### config.mk
export PLATFORM = sky130hd
export DESIGN_NAME = edge_timestamp_fifo
export DESIGN_NICKNAME = d
export VERILOG_FILES = /design/src/rtl/edge_timestamp_fifo.sv
export SDC_FILE = /design/constraint.sdc
export NUM_CORES = 1
export LEC_CHECK = 0
export ABC_AREA = 1
export CAP_MARGIN = 20
export CORE_MARGIN = 2
export CORE_UTILIZATION = 57
export DETAILED_ROUTE_END_ITERATION = 8
export PLACE_DENSITY = 0.9
export SLEW_MARGIN = 25
export SYNTH_ARGS = -nofsm -noshare
export SYNTH_HDL_FRONTEND = slang
export SYNTH_SLANG_ARGS = --single-unit
### constraint.sdc
create_clock -name clk -period 5.3 [get_ports clk]
set_input_delay 0.53 -clock clk [delete_from_list [all_inputs] [get_ports clk]]
set_output_delay 0.53 -clock clk [all_outputs]
set_load 0.01 [all_outputs]
### src/rtl/edge_timestamp_fifo.sv
// rtl/edge_timestamp_fifo.sv - trigger-time capture with interval, queued in a show-ahead FIFO
module edge_timestamp_fifo #(
  parameter int DEPTH = 4,
  parameter int WIDTH = 32
) (
  input  logic                     clk,
  input  logic                     rst,
  input  logic                     trigger,
  input  logic [WIDTH-1:0]         counter,
  input  logic                     rd_en,
  input  logic                     clear_ovf,
  output logic [WIDTH-1:0]         rd_stamp,
  output logic [WIDTH-1:0]         rd_delta,
  output logic                     rd_first,
  output logic                     empty,
  output logic                     full,
  output logic [$clog2(DEPTH):0]   level,
  output logic                     overflow,
  output logic [7:0]               drop_count
);

  localparam int AW = $clog2(DEPTH);

  logic [AW:0]       wr_ptr;
  logic [AW:0]       rd_ptr;
  logic [WIDTH-1:0]  prev_stamp;
  logic              have_prev;
  logic [WIDTH-1:0]  stamp_mem [DEPTH];
  logic [WIDTH-1:0]  delta_mem [DEPTH];
  logic              first_mem [DEPTH];

  logic              pop;
  logic              push;
  logic              drop;
  logic [WIDTH-1:0]  new_delta;

  assign empty = (wr_ptr == rd_ptr);
  assign full  = (wr_ptr[AW] != rd_ptr[AW]) && (wr_ptr[AW-1:0] == rd_ptr[AW-1:0]);
  assign level = wr_ptr - rd_ptr;

  // A pop in the same cycle frees a slot, so a full FIFO can still accept.
  assign pop       = rd_en & ~empty;
  assign push      = trigger & (~full | pop);
  assign drop      = trigger & full & ~pop;
  assign new_delta = have_prev ? (counter - prev_stamp) : '0;

  always_ff @(posedge clk) begin
    if (rst) begin
      wr_ptr     <= '0;
      rd_ptr     <= '0;
      prev_stamp <= '0;
      have_prev  <= 1'b0;
      overflow   <= 1'b0;
      drop_count <= 8'd0;
    end else begin
      if (push) wr_ptr <= wr_ptr + 1'b1;
      if (pop)  rd_ptr <= rd_ptr + 1'b1;
      // Dropped captures still advance prev_stamp so deltas span adjacent edges.
      if (trigger) begin
        prev_stamp <= counter;
        have_prev  <= 1'b1;
      end
      if (drop)           overflow <= 1'b1;
      else if (clear_ovf) overflow <= 1'b0;
      if (drop && drop_count != 8'hFF) drop_count <= drop_count + 8'd1;
    end
  end

  always_ff @(posedge clk) begin
    if (push && !rst) begin
      stamp_mem[wr_ptr[AW-1:0]] <= counter;
      delta_mem[wr_ptr[AW-1:0]] <= new_delta;
      first_mem[wr_ptr[AW-1:0]] <= ~have_prev;
    end
  end

  // Gate to zero when empty so the storage itself needs no reset.
  assign rd_stamp = empty ? '0   : stamp_mem[rd_ptr[AW-1:0]];
  assign rd_delta = empty ? '0   : delta_mem[rd_ptr[AW-1:0]];
  assign rd_first = empty ? 1'b0 : first_mem[rd_ptr[AW-1:0]];

endmodule
# --- Yosys cells after proc, flatten, opt, wreduce, memory -nomap -nowiden ---
# Memory sizes are Yosys's and may differ from the RTL's. A register that Yosys moved wholly into a read port is not among the register bits.
# Index checks and enable logic that the tools add are counted.
op_classes:
  muxes: 14
  n_reduce_logical: 5
  n_bitwise: 9
  n_eq_ne: 4
  add_sub_neg: 5
op_table:
  columns: ["cell", "count"]
  rows:
  - ["32-bit 2-to-1 mux", 3]
  - ["32-bit subtractor", 1]
  - ["2-bit 2-to-1 mux", 6]
  - ["8-bit by 1-bit adder with 8-bit output (second input constant)", 1]
  - ["8-bit inequality test (second input constant)", 1]
  - ["3-bit by 1-bit adder with 3-bit output (second input constant)", 2]
  - ["1-bit 2-to-1 mux", 5]
  - ["1-bit AND", 4]
  - ["1-bit inverter", 4]
  - ["3-bit == test", 1]
  - ["1-bit logical AND", 3]
  - ["3-bit subtractor", 1]
  - ["2-bit == test", 1]
  - ["2-bit nonzero test", 1]
  - ["1-bit zero test", 1]
  - ["1-bit inequality test", 1]
  - ["1-bit bitwise OR", 1]
word_totals:
  output_inout_bits: 79
  reg_bits: 48
  n_memories: 3
  elab_cells: 46
  mem_bits_rw: 260
memory_table:
  columns: ["memory", "words", "width", "read_ports", "rd_ports_with_merged_regs", "wr", "line", "text"]
  rows:
  - ["delta_mem", 4, 32, 1, 1, 1, "29", "logic [WIDTH-1:0] delta_mem [DEPTH];"]
  - ["stamp_mem", 4, 32, 1, 1, 1, "28", "logic [WIDTH-1:0] stamp_mem [DEPTH];"]
  - ["first_mem", 4, 1, 1, 1, 1, "30", "logic first_mem [DEPTH];"]

# --- Depth between registers and ports, before layout ---
# Gate-level depths: netlist of the first run.
logic_depth:
  depth_word: 8
  depth_mapped: 14
  ltp_nobuf: 14

# --- Worst setup path before layout of the first run ---
# No wires, ideal clock.
synth_path:
  kind: "register to register"
  startpoint: "register wr_ptr[0]"
  endpoint: "memory delta_mem[0][0], enable pin"
  required_time_ns: 4.812
  t_arrival_ns: 3.962
  slack_ns: 0.849
  stages_incl_launch_ff: 10
  cell_sequence: "dfxtp_1 inv_1 ha_1 nand2_1 nor2_4 nand2_1 nand2_1 inv_1 nand2_1 nor2_1"
synth_via:
  elab_chain_cells: 8
synth_lines:
  columns: ["item", "line", "text"]
  rows:
  - ["from (decl)", "24", "logic [AW:0] wr_ptr;"]
  - ["from (signal assigned)", "56", "if (push) wr_ptr <= wr_ptr + 1'b1;"]
  - ["2-bit == test", "38", "assign full = (wr_ptr[AW] != rd_ptr[AW]) && (wr_ptr[AW-1:0] == rd_ptr[AW-1:0]);"]
  - ["1-bit logical AND", "38", null]
  - ["net full", "16", "output logic full,"]
  - ["1-bit inverter", "43", "assign push = trigger & (~full | pop);"]
  - ["1-bit bitwise OR", "43", null]
  - ["1-bit AND", "43", null]
  - ["1-bit logical AND", "70", "if (push && !rst) begin"]
  - ["1-bit 2-to-1 mux", "70", null]
  - ["1-bit 2-to-1 mux (implied by the code)", "72", "delta_mem[wr_ptr[AW-1:0]] <= new_delta;"]
  - ["to (decl)", "29", null]
# The timed path passes the listed nets, and every way through them passes these cells.

==> results of run 1 <==
[cell usage in the layout (no fill, tap or decap), types with 6 or more instances in the layout]
| master | Yosys | final |
|---|---|---|
| a21oi_1 | 153 | 153 |
| buf_4 | 1 | 12 |
| clkbuf_16 | 0 | 32 |
| clkdlybuf4s50_1 | 0 | 115 |
| clkinv_2 | 0 | 9 |
| dfxtp_1 | 50 | 48 |
| edfxtp_1 | 260 | 260 |
| ha_1 | 40 | 40 |
| inv_1 | 161 | 160 |
| nand2_1 | 238 | 238 |
| nand3_1 | 35 | 35 |
| nand4_1 | 6 | 6 |
| nor2_1 | 331 | 327 |
| nor3_1 | 7 | 7 |
| o21ai_0 | 174 | 174 |
| o21ai_1 | 8 | 8 |
[state kept, by name, indices dropped and copies added, names as in the netlist, named ones only]
register / cells
delta_mem: 128
overflow: 1
drop_count: 8
stamp_mem: 128
rd_ptr: 3
wr_ptr: 3
prev_stamp: 32
have_prev: 1
first_mem: 4
[synth_stat cells]
cell	instances	area, sq um
inv_4	1	6.260
inv_1	161	604.3
clkinv_1	1	3.750
fa_1	2	40.04
inv_2	3	11.26
nand3_4	1	17.52
a21oi_1	153	765.7
nor2_4	1	11.26
ha_1	40	500.5
clkbuf_1	37	138.9
buf_4	1	7.510
a21o_1	1	7.510
nand4_1	6	37.54
nor2_8	1	20.02
dfxtp_1	50	1001
nor3_2	1	10.01
nand2_1	238	893.4
nor3_1	7	35.03
xor2_1	5	43.79
nand3_1	35	175.2
buf_2	18	90.09
buf_1	8	30.03
nor2_1	331	1242
xnor2_1	4	35.03
and2_1	5	31.28
xnor2_2	1	16.27
o21ai_0	174	870.8
o21ai_1	8	40.04
o21bai_1	5	37.54
and3_1	3	18.77
edfxtp_1	260	7807
[worst min-delay path by stage]
| stage | cells after the start | slack [ps] | from | end |
|---|---|---|---|---|
| final | 2 | 470 | prev_stamp[7] | prev_stamp[7] |
| after floorplan | 2 | 430 | prev_stamp[10] | prev_stamp[10] |
| after global placement | 2 | 440 | prev_stamp[10] | prev_stamp[10] |
| after detailed placement | 2 | 450 | prev_stamp[7] | prev_stamp[7] |
| after CTS | 2 | 460 | prev_stamp[7] | prev_stamp[7] |
| after global routing | 2 | 480 | prev_stamp[11] | prev_stamp[11] |
[final cells by class]
class / instances / area share, %
clock inverters: 15 / 0.9981
repair buffers: 128 / 7.398
well taps: 330 / 2.422
clock buffers: 41 / 5.189
flip-flops and latches: 310 / 51.70
multi-input cells: 1022 / 28.62
inverters: 166 / 3.677
[through the flow]
step | cell area [sq um] | power (W) | util [%] | setup WS, ps
6_report | 17050 | 0.006675 | 67.90 | 1059
5_1_grt | 17050 | 0.006953 | 67.90 | 816.7
4_1_cts | 17050 | 0.006691 | 67.89 | 1399
3_5_place_dp | 15990 | 0.004486 | 63.69 | 2007
3_3_place_gp | 15990 | 0.004439 | 63.69 | 2065
2_1_floorplan | 14550 | 0.003758 | - | 849.5
[per-layer routing]
layer  track usage, %  vias to the layer above  routed length, um
li1                 -                     5406                  -
met1            34.67                     5359              14560
met2            48.91                      468              18440
met3            3.460                       72               2562
met4            7.137                        0                820
met5                0                        -                  0
[cell families (layout without fill, tap and decap cells)]
| logic type | count (synthesis) | count (layout) | synth area share, % |
|---|---|---|---|
| AOI/OAI and AO/OA | 341 | 341 | 11.83 |
| xor gates and xnor gates | 10 | 10 | 0.6535 |
| adders and majority gates | 42 | 42 | 3.715 |
| buffers and inverters | 230 | 350 | 6.131 |
| DFF | 310 | 310 | 60.54 |
| and+or+nand+nor | 629 | 629 | 17.13 |
[worst max-delay path: cells and delay by family (launching register included)]
family / cells / cell delay [ps]
flops: 1 / 830
compound gates: 2 / 400
buf+inv: 3 / 1890
[power by group]
group	internal (W)	total (W)	switching, W
logic	0.000655	0.00163	0.000979
registers	0.00275	0.00282	0.0000758
clock network	0.00132	0.00222	0.000899
total	0.00472	0.00668	0.00195
==> results.tsv, run 1 <==
metric	value	unit
multi_input_area	4880	sq um
startpoint_type	register	
numCtsBuffers	30	
nets	1737	
required	4770	ps
critPathMaxStageDelay	900	ps
crit_arrival	3710	ps
path_cells	clkinv_2 -> buf_12 -> o21ai_0 -> a21oi_1 -> clkdlybuf4s50_1	
wl	36380	um
clock.fmax	235.8	MHz
ys_seq_elements	310	
first_global_vias	11070	
ys_seq_area_share	60.54	%
drc_errors	0	
reg2reg_depth	10	
finalSetupViolations	0	
ant_nets	0	
cp_slowest_cell	clkinv_2	
postSynthCellCount	1562	
grt_use_total	27.12	%
clock_path_buffers	3	
whs	466.6	ps
powerDensity	391.5	nW/um^2
grt_start_max_net_pins	68	
die_area	26820	sq um
antennaDiodeCount	0	
core_area	25110	sq um
gp_congestion	0.9776	
grt_pass1_wl	56720	um
worst_clock_skew	14.37	ps
synth_cell_types	31	
cts_tree	yes	
critPathKind	register to output pin	
synth_nets	1641	
place_inst	1956	
fp.dieW	163.8	um
antenna_found_initial	0	
cts_resized	0	
dp_hpwl	23960	um
seqCellArea	8813	sq um
fp.dieH	163.8	um
syn_avg_cell_area	9.315	sq um
ir_drop	300.8	uV
area_growth	17.17	%
crit_end	rd_stamp[10]	
cts_sinks	310	
cts-root-buf	clkbuf_16	
outcome	finished, final reports clean	
rrSetupSlack	2410	ps
wl_per_cell	18.08	um
cap_violations	0	
clk_latency	550	ps
hold_class	register to register	
postCtsHoldBufs	0	
synth_area	14550	sq um
drt_iter0_markers	1221	
period_needed	4241	ps
ys.warnings.count	0	
reg2reg_from	wr_ptr[0]	
viasPerCell	5.619	
fin_cells	2012	
post_cts_buffers	0	
worstPathMaxFanout	67	
power.leakage	6.696	nW
timing.final.crit_share	80.02	%
grt_overflow_total	0	
end_kind	output pin	
hold_violations	0	
drv_slew	0	
tightest_slew	969.6	ps
fillers	1849	
drtPass1Iterations	6	
ioPinCount	116	
clk_pin_slew	60	ps
initial_core_util	57.95	%
port_buffers	115	
htreeDepth	1	
slew_headroom	35.27	%
r2r-end	delta_mem[2][1]	
fin_setup_tns	0	ps
rsz0062_at_grt	false	
via_count	11310	
drive_above_1_share	4.816	%
fp-row-count	58	
No activity file was read; power rests on OpenSTA's default activity.
==> run 2, diff against run 1 <==
==> constraint.sdc (replaced) <==
create_clock -name clk -period 4 [get_ports clk]
set_input_delay 0.4 -clock clk [delete_from_list [all_inputs] [get_ports clk]]
set_output_delay 0.4 -clock clk [all_outputs]
set_load 0.01 [all_outputs]
==> results.tsv, run 2 (same netlist as run 1, synthesis figures left out) <==
metric	value	unit
crit_path_start	wr_ptr[0]	
ant_nets	0	
combPwrFrac	25.8	%
startpoint_type	register	
worst_clock_skew	11.54	ps
period_needed	3563	ps
clock_path_buffers	3	
antennaDiodeCount	0	
cts-root-buf	clkbuf_16	
hold_violations	0	
crit_arrival	3160	ps
initial_core_util	57.95	%
area_growth	16.88	%
outcome	finished, final reports clean	
clk_pin_slew	60	ps
die_area	26820	sq um
wl	36670	um
cap_violations	0	
required	3600	ps
port_buffers	115	
dp_hpwl	24030	um
tightest_slew	915.6	ps
layout_common_cells	nor2_1 (327), edfxtp_1 (260), nand2_1 (238), o21ai_0 (174), inv_1 (160)	
netSwitchingPower	0.002581	W
final_common_cell	nor2_1	
ir_drop	512.9	uV
finalSetupViolations	0	
grt_overflow_total	0	
clk_latency	550	ps
grt_use_total	27.24	%
rsz0062_at_grt	false	
antenna_found_initial	0	
ioPinCount	116	
powerDensity	509.6	nW/um^2
fp.dieH	163.8	um
cts_tree	yes	
p_seq_share	42.9	%
clock.fmax	280.7	MHz
core_area	25110	sq um
hold_class	register to register	
grt_start_max_net_pins	75	
gp_congestion	1.017	
fp.dieW	163.8	um
postCtsHoldBufs	0	
via_count	11340	
fin_setup_tns	0	ps
nets	1742	
utilization	67.73	%
rrSetupSlack	1290	ps
drv_slew	0	
slew_headroom	38.87	%
viasPerCell	5.621	
critPathKind	register to output pin	
timing.final.crit_share	89.07	%
cts_resized	0	
hold_start	prev_stamp[10]	
p_int	0.006085	W
worstPathMaxFanout	36	
switching_share	29.79	%
clkPwrFrac	31.3	%
drive_above_1_share	4.446	%
drtPass1Iterations	6	
fp-row-count	58	
wl_per_cell	18.18	um
grt_pass1_wl	56530	um
reg2reg_from	wr_ptr[0]	
numCtsBuffers	30	
drt_iter0_markers	1166	
power.leakage	6.664	nW
post_cts_buffers	0	
htreeDepth	1	
end_kind	output pin	
drc_errors	0	
cts_sinks	310	
first_global_vias	11080	
run 2: path summary, 6_finish.rpt:
kind / end / cells past startpoint
min: prev_stamp[10] / 2
min reg2reg: prev_stamp[10] / 2
max: rd_delta[4] / 7
max reg2reg: delta_mem[3][9] / 10
run 2: layout make-up:
class	count	area, sq um
Clock buffer	45	868.3
Clock inverter	11	82.58
Fill cell	1854	8103
Inverter	166	625.6
Multi-Input combinational cell	1022	4880
Sequential cell	310	8813
Tap cell	330	412.9
Timing Repair Buffer	133	1324
run 2: metal layers:
layer	global-route usage, %	vias to the layer above	part of all wire [%]
met1	33.23	5315	38
li1	-	5413	-
met5	0	-	0
met3	5.303	102	8.6
met2	47.42	508	49
met4	11.52	0	4.2
run 2: critical path, cell delays in order (launching register included):
cell	delay, ps
dfxtp_1	380
inv_1	120
ha_1	330
nand3_1	130
inv_2	700
buf_4	340
a21oi_1	90
clkdlybuf4s50_1	490
run 2: power groups by stage:
stage / Combinational (W) / Clock [W] / Sequential [W]
after global routing: 0.00243 / 0.00286 / 0.00373
after global placement: 0.00214 / 0 / 0.00378
after floorplan: 0.00124 / 0 / 0.00374
final: 0.00223 / 0.00271 / 0.00372
after detailed placement: 0.00220 / 0 / 0.00379
after CTS: 0.00222 / 0.00273 / 0.00372
run 2: through the flow:
stage	total power [W]	hold slack, ps	instances	instance area [sq um]	worst slack, ps
6_report	0.008667	457.6	2017	17010	437.4
5_1_grt	0.009023	490.0	2017	17010	293.6
4_1_cts	0.008674	459.2	2017	17010	446.5
3_5_place_dp	0.005986	449.7	1961	16060	833.4
3_3_place_gp	0.005922	445.1	1961	16060	887.0
2_1_floorplan	0.004979	433.1	1562	14550	-450.5
